[config.mk]
export PLATFORM = sky130hd
export DESIGN_NAME = z80_bus_bridge
export DESIGN_NICKNAME = d
export VERILOG_FILES = /design/src/rtl/z80_bus_bridge.sv
export SDC_FILE = /design/constraint.sdc
export NUM_CORES = 1
export LEC_CHECK = 0
export CAP_MARGIN = 5
export CORE_MARGIN = 3
export CORE_UTILIZATION = 42
export CTS_BUF_LIST = sky130_fd_sc_hd__clkbuf_8
export CTS_CLUSTER_DIAMETER = 60
export DETAILED_ROUTE_END_ITERATION = 16
export HOLD_SLACK_MARGIN = 0.03
export PLACE_DENSITY = 0.87
export SYNTH_ARGS = -nofsm -noshare
export SYNTH_HDL_FRONTEND = slang
export SYNTH_SLANG_ARGS = --single-unit
[constraint.sdc]
create_clock -name CLK -period 1.7 [get_ports CLK]
set_input_delay 0.17 -clock CLK [delete_from_list [all_inputs] [get_ports CLK]]
set_output_delay 0.17 -clock CLK [all_outputs]
set_load 0.03 [all_outputs]
[src/rtl/z80_bus_bridge.sv]
// rtl/z80_bus_bridge.sv - A-Z80 pin-level bus cycle to req/ack slave bridge with wait-state insertion
module z80_bus_bridge #(
  parameter int MIN_WAIT = 0,
  parameter int TIMEOUT  = 255
) (
  input  logic        CLK,
  input  logic        RESET,
  input  logic        nM1,
  input  logic        nMREQ,
  input  logic        nIORQ,
  input  logic        nRD,
  input  logic        nWR,
  input  logic        nRFSH,
  input  logic [15:0] A,
  input  logic [7:0]  D_in,
  output logic [7:0]  D_out,
  output logic        D_oe,
  output logic        nWAIT,
  output logic        req,
  output logic        we,
  output logic        io,
  output logic        m1,
  output logic [15:0] addr,
  output logic [7:0]  wdata,
  input  logic [7:0]  rdata,
  input  logic        ack,
  output logic        err
);

  typedef enum logic [1:0] {IDLE, REQ, DONE} state_t;

  localparam logic [7:0] MIN_W = 8'(MIN_WAIT);
  localparam logic [7:0] TO_W  = 8'(TIMEOUT);

  state_t     state;
  logic       armed;
  logic       ack_seen;
  logic [7:0] wait_cnt;
  logic [7:0] to_cnt;
  logic [7:0] wait_nxt;
  logic [7:0] to_nxt;
  logic       bus_idle, mem_ok;
  logic       is_fetch, is_mrd, is_mwr, is_ird, is_iwr, is_inta;
  logic       start, dec_we, dec_io, dec_m1;
  logic       min_met, timed_out;

  always_comb begin
    bus_idle = nMREQ & nIORQ;
    // refresh drives MREQ low with RFSH low; masking it here keeps it from ever qualifying
    mem_ok   = ~nMREQ & nRFSH;
    is_fetch = mem_ok & ~nM1 & ~nRD;
    is_mrd   = mem_ok & nM1 & ~nRD;
    is_mwr   = mem_ok & ~nWR;
    is_ird   = ~nIORQ & ~nRD & nM1;
    is_iwr   = ~nIORQ & ~nWR;
    is_inta  = ~nM1 & ~nIORQ;
    start    = (state == IDLE) & armed &
               (is_fetch | is_mrd | is_mwr | is_ird | is_iwr | is_inta);
    dec_we   = (is_mwr | is_iwr) & ~is_inta;
    dec_io   = is_ird | is_iwr | is_inta;
    dec_m1   = is_fetch | is_inta;
    // counts include the current REQ cycle so cycle k compares as k
    wait_nxt  = (wait_cnt == 8'hFF) ? wait_cnt : wait_cnt + 8'd1;
    to_nxt    = (to_cnt == 8'hFF) ? to_cnt : to_cnt + 8'd1;
    min_met   = (wait_nxt >= MIN_W);
    timed_out = (to_nxt == TO_W) & ~ack & ~ack_seen;
    nWAIT     = ~(start | (state == REQ));
    D_oe      = (state == DONE) & ~we & ~nRD;
  end

  always_ff @(posedge CLK or posedge RESET) begin
    if (RESET) begin
      state    <= IDLE;
      armed    <= 1'b0;
      ack_seen <= 1'b0;
      wait_cnt <= 8'd0;
      to_cnt   <= 8'd0;
      req      <= 1'b0;
      we       <= 1'b0;
      io       <= 1'b0;
      m1       <= 1'b0;
      addr     <= 16'd0;
      wdata    <= 8'd0;
      D_out    <= 8'd0;
      err      <= 1'b0;
    end else begin
      err <= 1'b0;
      if (bus_idle) armed <= 1'b1;
      case (state)
        IDLE: begin
          if (start) begin
            state    <= REQ;
            req      <= 1'b1;
            addr     <= A;
            we       <= dec_we;
            io       <= dec_io;
            m1       <= dec_m1;
            wdata    <= D_in;
            wait_cnt <= 8'd0;
            to_cnt   <= 8'd0;
            ack_seen <= 1'b0;
          end
        end
        REQ: begin
          wait_cnt <= wait_nxt;
          to_cnt   <= to_nxt;
          if (ack) begin
            ack_seen <= 1'b1;
            D_out    <= rdata;
          end
          if ((ack_seen | ack) & min_met) begin
            state <= DONE;
            req   <= 1'b0;
          end else if (timed_out) begin
            state <= DONE;
            req   <= 1'b0;
            err   <= 1'b1;
            D_out <= 8'hFF;
          end
        end
        DONE: begin
          if (bus_idle) state <= IDLE;
        end
        default: state <= IDLE;
      endcase
    end
  end

endmodule

==> results of run 1 <==
per-layer routing:
metal / global-route usage (%) / vias up / share of wire, %
li1: - / 879 / -
met1: 21.29 / 912 / 41
met5: 0 / - / 0
met3: 5.381 / 4 / 6.1
met4: 3.378 / 0 / 0.53
met2: 30.38 / 63 / 53
power by group:
| part | switching [mW] | internal [mW] | leakage (nW) |
|---|---|---|---|
| sequential | 0.326 | 1.67 | 0.602 |
| clock | 0.391 | 0.376 | 0.0549 |
| combinational | 1.86 | 1.82 | 0.817 |
final timing paths:
check / from / to / slack (ns) / cells after the start
worst max-delay path: state[1]$_DFFE_PP0P_ / nWAIT / 0.06 / 5
worst min-delay path: RESET / to_cnt[1]$_DFFE_PP0P_ / 0.07 / 2
worst max register to register: to_cnt[0]$_DFFE_PP0P_ / D_out[4]$_DFFE_PP0P_ / 0.09 / 6
worst min register to register: armed$_DFFE_PP0P_ / armed$_DFFE_PP0P_ / 0.48 / 1
max in group asynchronous: RESET / to_cnt[2]$_DFFE_PP0P_ / 1.14 / 3
min in group CLK: D_in[1] / wdata[1]$_DFFE_PP0P_ / 0.47 / 2
layout make-up:
type | count | share of cell area [%]
well taps | 70 | 2.490
clock inverters | 1 | 0.2490
inverters | 7 | 0.7471
repair buffers | 105 | 29.88
clock buffers | 7 | 2.739
flip-flops and latches | 49 | 34.90
multi-input cells | 123 | 28.99
sequential cells by signal, summed over array words and instances (netlist names):
signal and flops:
wdata 8, req 1, addr 16, io 1, ack_seen 1, m1 1
armed 1, to_cnt 8, D_out 8, we 1, err 1, state 2
worst reg2reg max path, delay by kind of cell, from the launching register on:
family | cells | cell delay (ns)
AO/OA/AOI/OAI | 2 | 0.21
buffers and inverters | 2 | 0.35
flip-flops | 1 | 0.39
multiplexers | 1 | 0.39
AND/OR/NAND/NOR | 1 | 0.17
kinds of logic (layout without fill, tap and decap cells):
family | count (synthesis) | after routing | share of synthesized area [%]
simple gates | 51 | 51 | 12.00
flops | 49 | 49 | 52.72
compound gates | 40 | 40 | 13.61
mux | 30 | 30 | 15.71
buf+inv | 17 | 120 | 5.056
fa+ha+maj | 1 | 1 | 0.5378
xor+xnor | 1 | 1 | 0.3766
Yosys cell counts (3+ instances only):
master	number
mux2_4	8
nor2_1	17
nand2_1	7
nand3b_1	3
nor3_1	3
dfrtp_1	49
a21oi_1	4
mux2_2	20
buf_2	3
nand3_1	3
nand4_1	3
o22ai_1	9
nand2b_1	4
o21ai_0	4
inv_1	6
a31oi_1	3
a21oi_2	8
timing repair:
action	in CTS	in global routing
gates resized for setup	3	6
pin swaps	1	3
setup endpoints to repair	9	15
cloned	0	0
setup buffers	1	4
==> impl_metrics.tcl, run 1 <==
set metrics [dict create \
    worstSetupStartpointType "register" \
    numCtsBuffers 5 \
    crit_type "reg2out" \
    crit_buf_inv 2 \
    critical_path.max_stage_delay_ns 0.42 \
    p_total_mw 6.437 \
    path_max_fanout 12 \
    final-seq-area_sq_um 1227 \
    slew_violations 0 \
    final_common_cell "clkdlybuf4s50_1" \
    tns_ns 0 \
    clockBufferDepth 2 \
    dpl-instance-area_sq_um 3334 \
    cp_top_family "flip-flops" \
    fp.dieH_microns 80.42 \
    cts-root-buf "clkbuf_8" \
    htreeDepth 2 \
    die_w_microns 80.42 \
    grt_max_degree 44 \
    final_cells 362 \
    antenna_found_initial 0 \
    tightest_slew_ns 0.3692 \
    avgViaCountPerCell 5.133 \
    hpwl_microns 3991 \
    overflow 0 \
    grt_first_pass_wirelength_microns 8880 \
    synth_edf_count 0 \
    synth_fp_nets 231 \
    dp_slack_ns -0.09994 \
    async_flop_share_pct 100.0 \
    synth_area_leaders "dfrtp_1 (53%), mux2_2 (9.7%), mux2_4 (5.2%), a21oi_2 (3.0%), nor2_1 (2.7%)" \
    initial_core_util_pct 44.41 \
    wl_per_cell_microns 15.15 \
    track_usage_pct 17.44 \
    min-delay-path-class "in2async" \
    rows 26 \
    slowest_stage "dfrtp_1" \
    dpl.cell_count 349 \
    cts_tree "built" \
    status "finished, final reports clean" \
    worstPathCellList "nor3b_4, o221a_4, buf_12, nor2_2, buf_6" \
    core_sq_um 5238 \
    clkSlewWorstSetupHoldPaths_ns 0.09 \
    hold_ws_ns 0.07410 \
    final_cell_mix "clkdlybuf4s50_1 (77), dfrtp_1 (48), buf_4 (21)" \
    maxCapViolCount 0 \
    end_kind "primary output" \
    multiInputGateArea_sq_um 1020 \
    yosysTopAreaCell "dfrtp_1" \
    gp_congestion 0.7950 \
    synth_top_area_share_pct 52.72 \
    drc_errors 0 \
    arrival_ns 1.47 \
    synth_top_flop_cell "dfrtp_1" \
    syn_area_sq_um 2326 \
    synthDistinctLibCells 47 \
    num_vias 1858 \
    peakVddDrop_mv 1.050 \
    cts_hold_buf 0 \
    n_fill_cell 389 \
    synth.avg_cell_area_sq_um 12.31 \
    fin_crit_ns 1.637 \
    clk_latency_ns 0.30 \
    cts.sinks 49 \
    p_leak_nw 1.474 \
    power.density_nw_per_um2 1830 \
    synth-seq-cells 49 \
    ant_nets 0 \
    drive_gt1_share_pct 31.51 \
    fmax_mhz 611.0 \
    synth_warnings 0 \
    grt_pass1_vias 1901 \
    io_buffers 79 \
    skew_ns 0.005195 \
    fin_util_pct 67.15 \
    antenna_cells 0 \
    pin_count 80 \
    required_ns 1.53 \
    routed_wl_microns 5483 \
    maxSlewHeadroom_pct 75.13 \
    final_nets 333 \
    period_share_pct 96.27 \
    setup_viol 0 \
    drt_pass1_iterations 4 \
    hold_viol 0 \
    seq_area_frac_synth_pct 52.72 \
    fin_area_sq_um 3517 \
    fin_ws_ns 0.06344 \
    fp.dieArea_sq_um 6467 \
    drt-initial-drc-count 93 \
    syn_inst 189 \
    syn2layout_area_growth_pct 51.21 \
]
No activity file was read; power rests on OpenSTA's default activity.
==> run 2, diff against run 1 <==
--- a/config.mk
+++ b/config.mk
@@ -6,13 +6,16 @@
 export NUM_CORES = 1
 export LEC_CHECK = 0
 export CAP_MARGIN = 5
+export CELL_PAD_IN_SITES_DETAIL_PLACEMENT = 1
+export CELL_PAD_IN_SITES_GLOBAL_PLACEMENT = 1
 export CORE_MARGIN = 3
-export CORE_UTILIZATION = 42
+export CORE_UTILIZATION = 33
 export CTS_BUF_LIST = sky130_fd_sc_hd__clkbuf_8
-export CTS_CLUSTER_DIAMETER = 60
+export CTS_CLUSTER_DIAMETER = 150
 export DETAILED_ROUTE_END_ITERATION = 16
 export HOLD_SLACK_MARGIN = 0.03
-export PLACE_DENSITY = 0.87
+export PLACE_DENSITY = 0.88
+export SETUP_SLACK_MARGIN = 0.15
 export SYNTH_ARGS = -nofsm -noshare
 export SYNTH_HDL_FRONTEND = slang
 export SYNTH_SLANG_ARGS = --single-unit
==> run 2 against run 1 <==
Compared with the run above: non-clock buffer count rose by 10; count of clock-buffer cells in the layout fell by 2; critical path depth fell by 1; largest power group unchanged; maximum frequency rose by 0.18%; worst hold slack improved by 0.14 ns; total power rose by 5.8%; utilization fell by 9.9 points; sequential share of layout area fell by 2.3 points; register-to-register slack got worse by 0.02 ns; final cell count rose by 9.1%; flip-flop and latch count did not move; largest cell class unchanged; critical path type unchanged; global-route usage fell by 0.55 points.
==> impl_metrics.tcl, run 2 (synthesis gave the netlist of run 1 again) <==
set metrics [dict create \
    dpl.cell_count 370 \
    fp.dieArea_sq_um 8092 \
    period_share_pct 96.09 \
    final_nets 343 \
    fp.dieH_microns 89.96 \
    clkSlewWorstSetupHoldPaths_ns 0.10 \
    end_kind "primary output" \
    required_ns 1.53 \
    fin_util_pct 57.22 \
    power.density_nw_per_um2 1802 \
    rr_worst_depth 6 \
    num_vias 1941 \
    gp_congestion 0.8202 \
    maxCapViolCount 0 \
    tightest_slew_ns 0.3509 \
    ant_nets 0 \
    track_usage_pct 16.88 \
    fin_crit_ns 1.634 \
    final-seq-area_sq_um 1231 \
    wl_per_cell_microns 18.51 \
    busiest_layer "met2" \
    p_total_mw 6.810 \
    routed_wl_microns 7313 \
    fmax_mhz 612.1 \
    drt-initial-drc-count 76 \
    slew_violations 0 \
    multiInputGateArea_sq_um 1146 \
    io_buffers 79 \
    antenna_cells 0 \
    grt_use_met3_pct 3.172 \
    r2r_end "D_out[2]$_DFFE_PP0P_" \
    antenna_found_initial 0 \
    crit_type "reg2out" \
    largest_reg_flops 16 \
    final_common_cell "dfrtp_1" \
    grt_max_degree 50 \
    cts-root-buf "clkbuf_8" \
    hold_ws_ns 0.2185 \
    cts_tree "built" \
    p_leak_nw 1.803 \
    worstSetupStartpointType "register" \
    hold_viol 0 \
    regMostFlops "addr" \
    numCtsBuffers 5 \
    syn2layout_area_growth_pct 62.45 \
    skew_ns 0.006708 \
    overflow 0 \
    dp_slack_ns -0.1403 \
    arrival_ns 1.46 \
    core_sq_um 6604 \
    hpwl_microns 4812 \
    use_met1_pct 19.69 \
    final_cell_mix "dfrtp_1 (45), clkdlybuf4s50_1 (44), buf_4 (26)" \
    fin_ws_ns 0.06639 \
    final_cells 395 \
    maxSlewHeadroom_pct 76.39 \
    grt_first_pass_wirelength_microns 11090 \
    rsz0062_at_grt "yes" \
    met2_usage_pct 31.77 \
    clockBufferDepth 2 \
    clk_latency_ns 0.31 \
    drive_gt1_share_pct 36.42 \
    path_max_fanout 5 \
    rrSetupSlack_ns 0.07 \
    htreeDepth 2 \
    cts.sinks 49 \
    drt_pass1_iterations 4 \
    rows 29 \
    fin_area_sq_um 3779 \
    die_w_microns 89.96 \
    initial_core_util_pct 35.22 \
    status "finished, final reports clean" \
    grt_pass1_vias 2206 \
    drc_errors 0 \
    n_fill_cell 691 \
    rr_startpoint "to_cnt[0]$_DFFE_PP0P_" \
    avgViaCountPerCell 4.914 \
    dpl-instance-area_sq_um 3338 \
    pin_count 80 \
    tns_ns 0 \
    setup_viol 0 \
    peakVddDrop_mv 0.8433 \
    min-delay-path-class "in2async" \
]
[run 2: changes by cell type in the layout (fill, tap and decap cells not counted), moves of 2 or more]
cell | previous run | this run
clkdlybuf4s50_1 | 77 | 44
dlymetal6s2s_1 | 0 | 17
mux2_2 | 20 | 3
mux2_4 | 8 | 25
dlygate4sd2_1 | 0 | 16
buf_6 | 2 | 8
buf_4 | 21 | 26
dfrtp_1 | 48 | 45
dfrtp_2 | 1 | 4
buf_12 | 5 | 3
clkbuf_8 | 7 | 5
clkinvlp_4 | 0 | 2
nand2_1 | 7 | 5
[run 2: layout make-up]
cell class | count | share of cell area (%)
timing repair buffer | 115 | 30.79
sequential | 49 | 32.58
inverter | 7 | 0.6954
tap | 93 | 3.079
clock buffer | 5 | 1.821
multi-input combinational | 123 | 30.33
clock inverter | 3 | 0.6954
[run 2: worst max-delay path, stage by stage (launching register included)]
cell	delay, ns
dfrtp_1	0.43
nor3b_4	0.25
o221a_4	0.29
nor2_4	0.05
buf_6	0.13
[run 2: power by group]
part	switching, mW	internal [mW]	leakage, nW	total (mW)
combinational	2.05	1.96	1.16	4.02
sequential	0.377	1.67	0.598	2.05
clock	0.445	0.300	0.0423	0.745
[run 2: worst max-delay path by stage]
| stage | from | end | slack [ns] | depth (start not counted) |
|---|---|---|---|---|
| 6_report | state[0]$_DFFE_PP0P_ | nWAIT | 0.07 | 4 |
| 5_1_grt | to_cnt[0]$_DFFE_PP0P_ | D_out[2]$_DFFE_PP0P_ | -0.009 | 6 |
| 3_5_place_dp | nIORQ | wdata[6]$_DFFE_PP0P_ | -0.14 | 5 |
| 2_1_floorplan | to_cnt[0]$_DFFE_PP0P_ | state[1]$_DFFE_PP0P_ | 0.15 | 6 |
| 4_1_cts | state[0]$_DFFE_PP0P_ | nWAIT | 0.07 | 5 |
| 3_3_place_gp | nRFSH | wdata[4]$_DFFE_PP0P_ | -0.06 | 5 |
[run 2: per-layer routing]
| metal | vias to the layer above | wire (microns) |
|---|---|---|
| li1 | 900 | - |
| met1 | 982 | 2956 |
| met2 | 50 | 4020 |
| met3 | 9 | 232 |
| met4 | 0 | 103 |
| met5 | - | 0 |
[run 2: what timing repair did]
item | CTS | global route
endpoints found under the setup margin | 53 | 62
buffers inserted | 12 | 4
gates cloned | 0 | 1
resized for setup | 31 | 44
pin swaps | 5 | 2
hold buffers | 0 | 0
==> run 3, diff against run 2 <==
--- a/config.mk
+++ b/config.mk
@@ -12,6 +12,7 @@
 export CORE_UTILIZATION = 33
 export CTS_BUF_LIST = sky130_fd_sc_hd__clkbuf_8
 export CTS_CLUSTER_DIAMETER = 150
+export CTS_CLUSTER_SIZE = 16
 export DETAILED_ROUTE_END_ITERATION = 16
 export HOLD_SLACK_MARGIN = 0.03
 export PLACE_DENSITY = 0.88
==> results of run 3 <==
Final layout, timing and power as in run 2 (identical DEF).
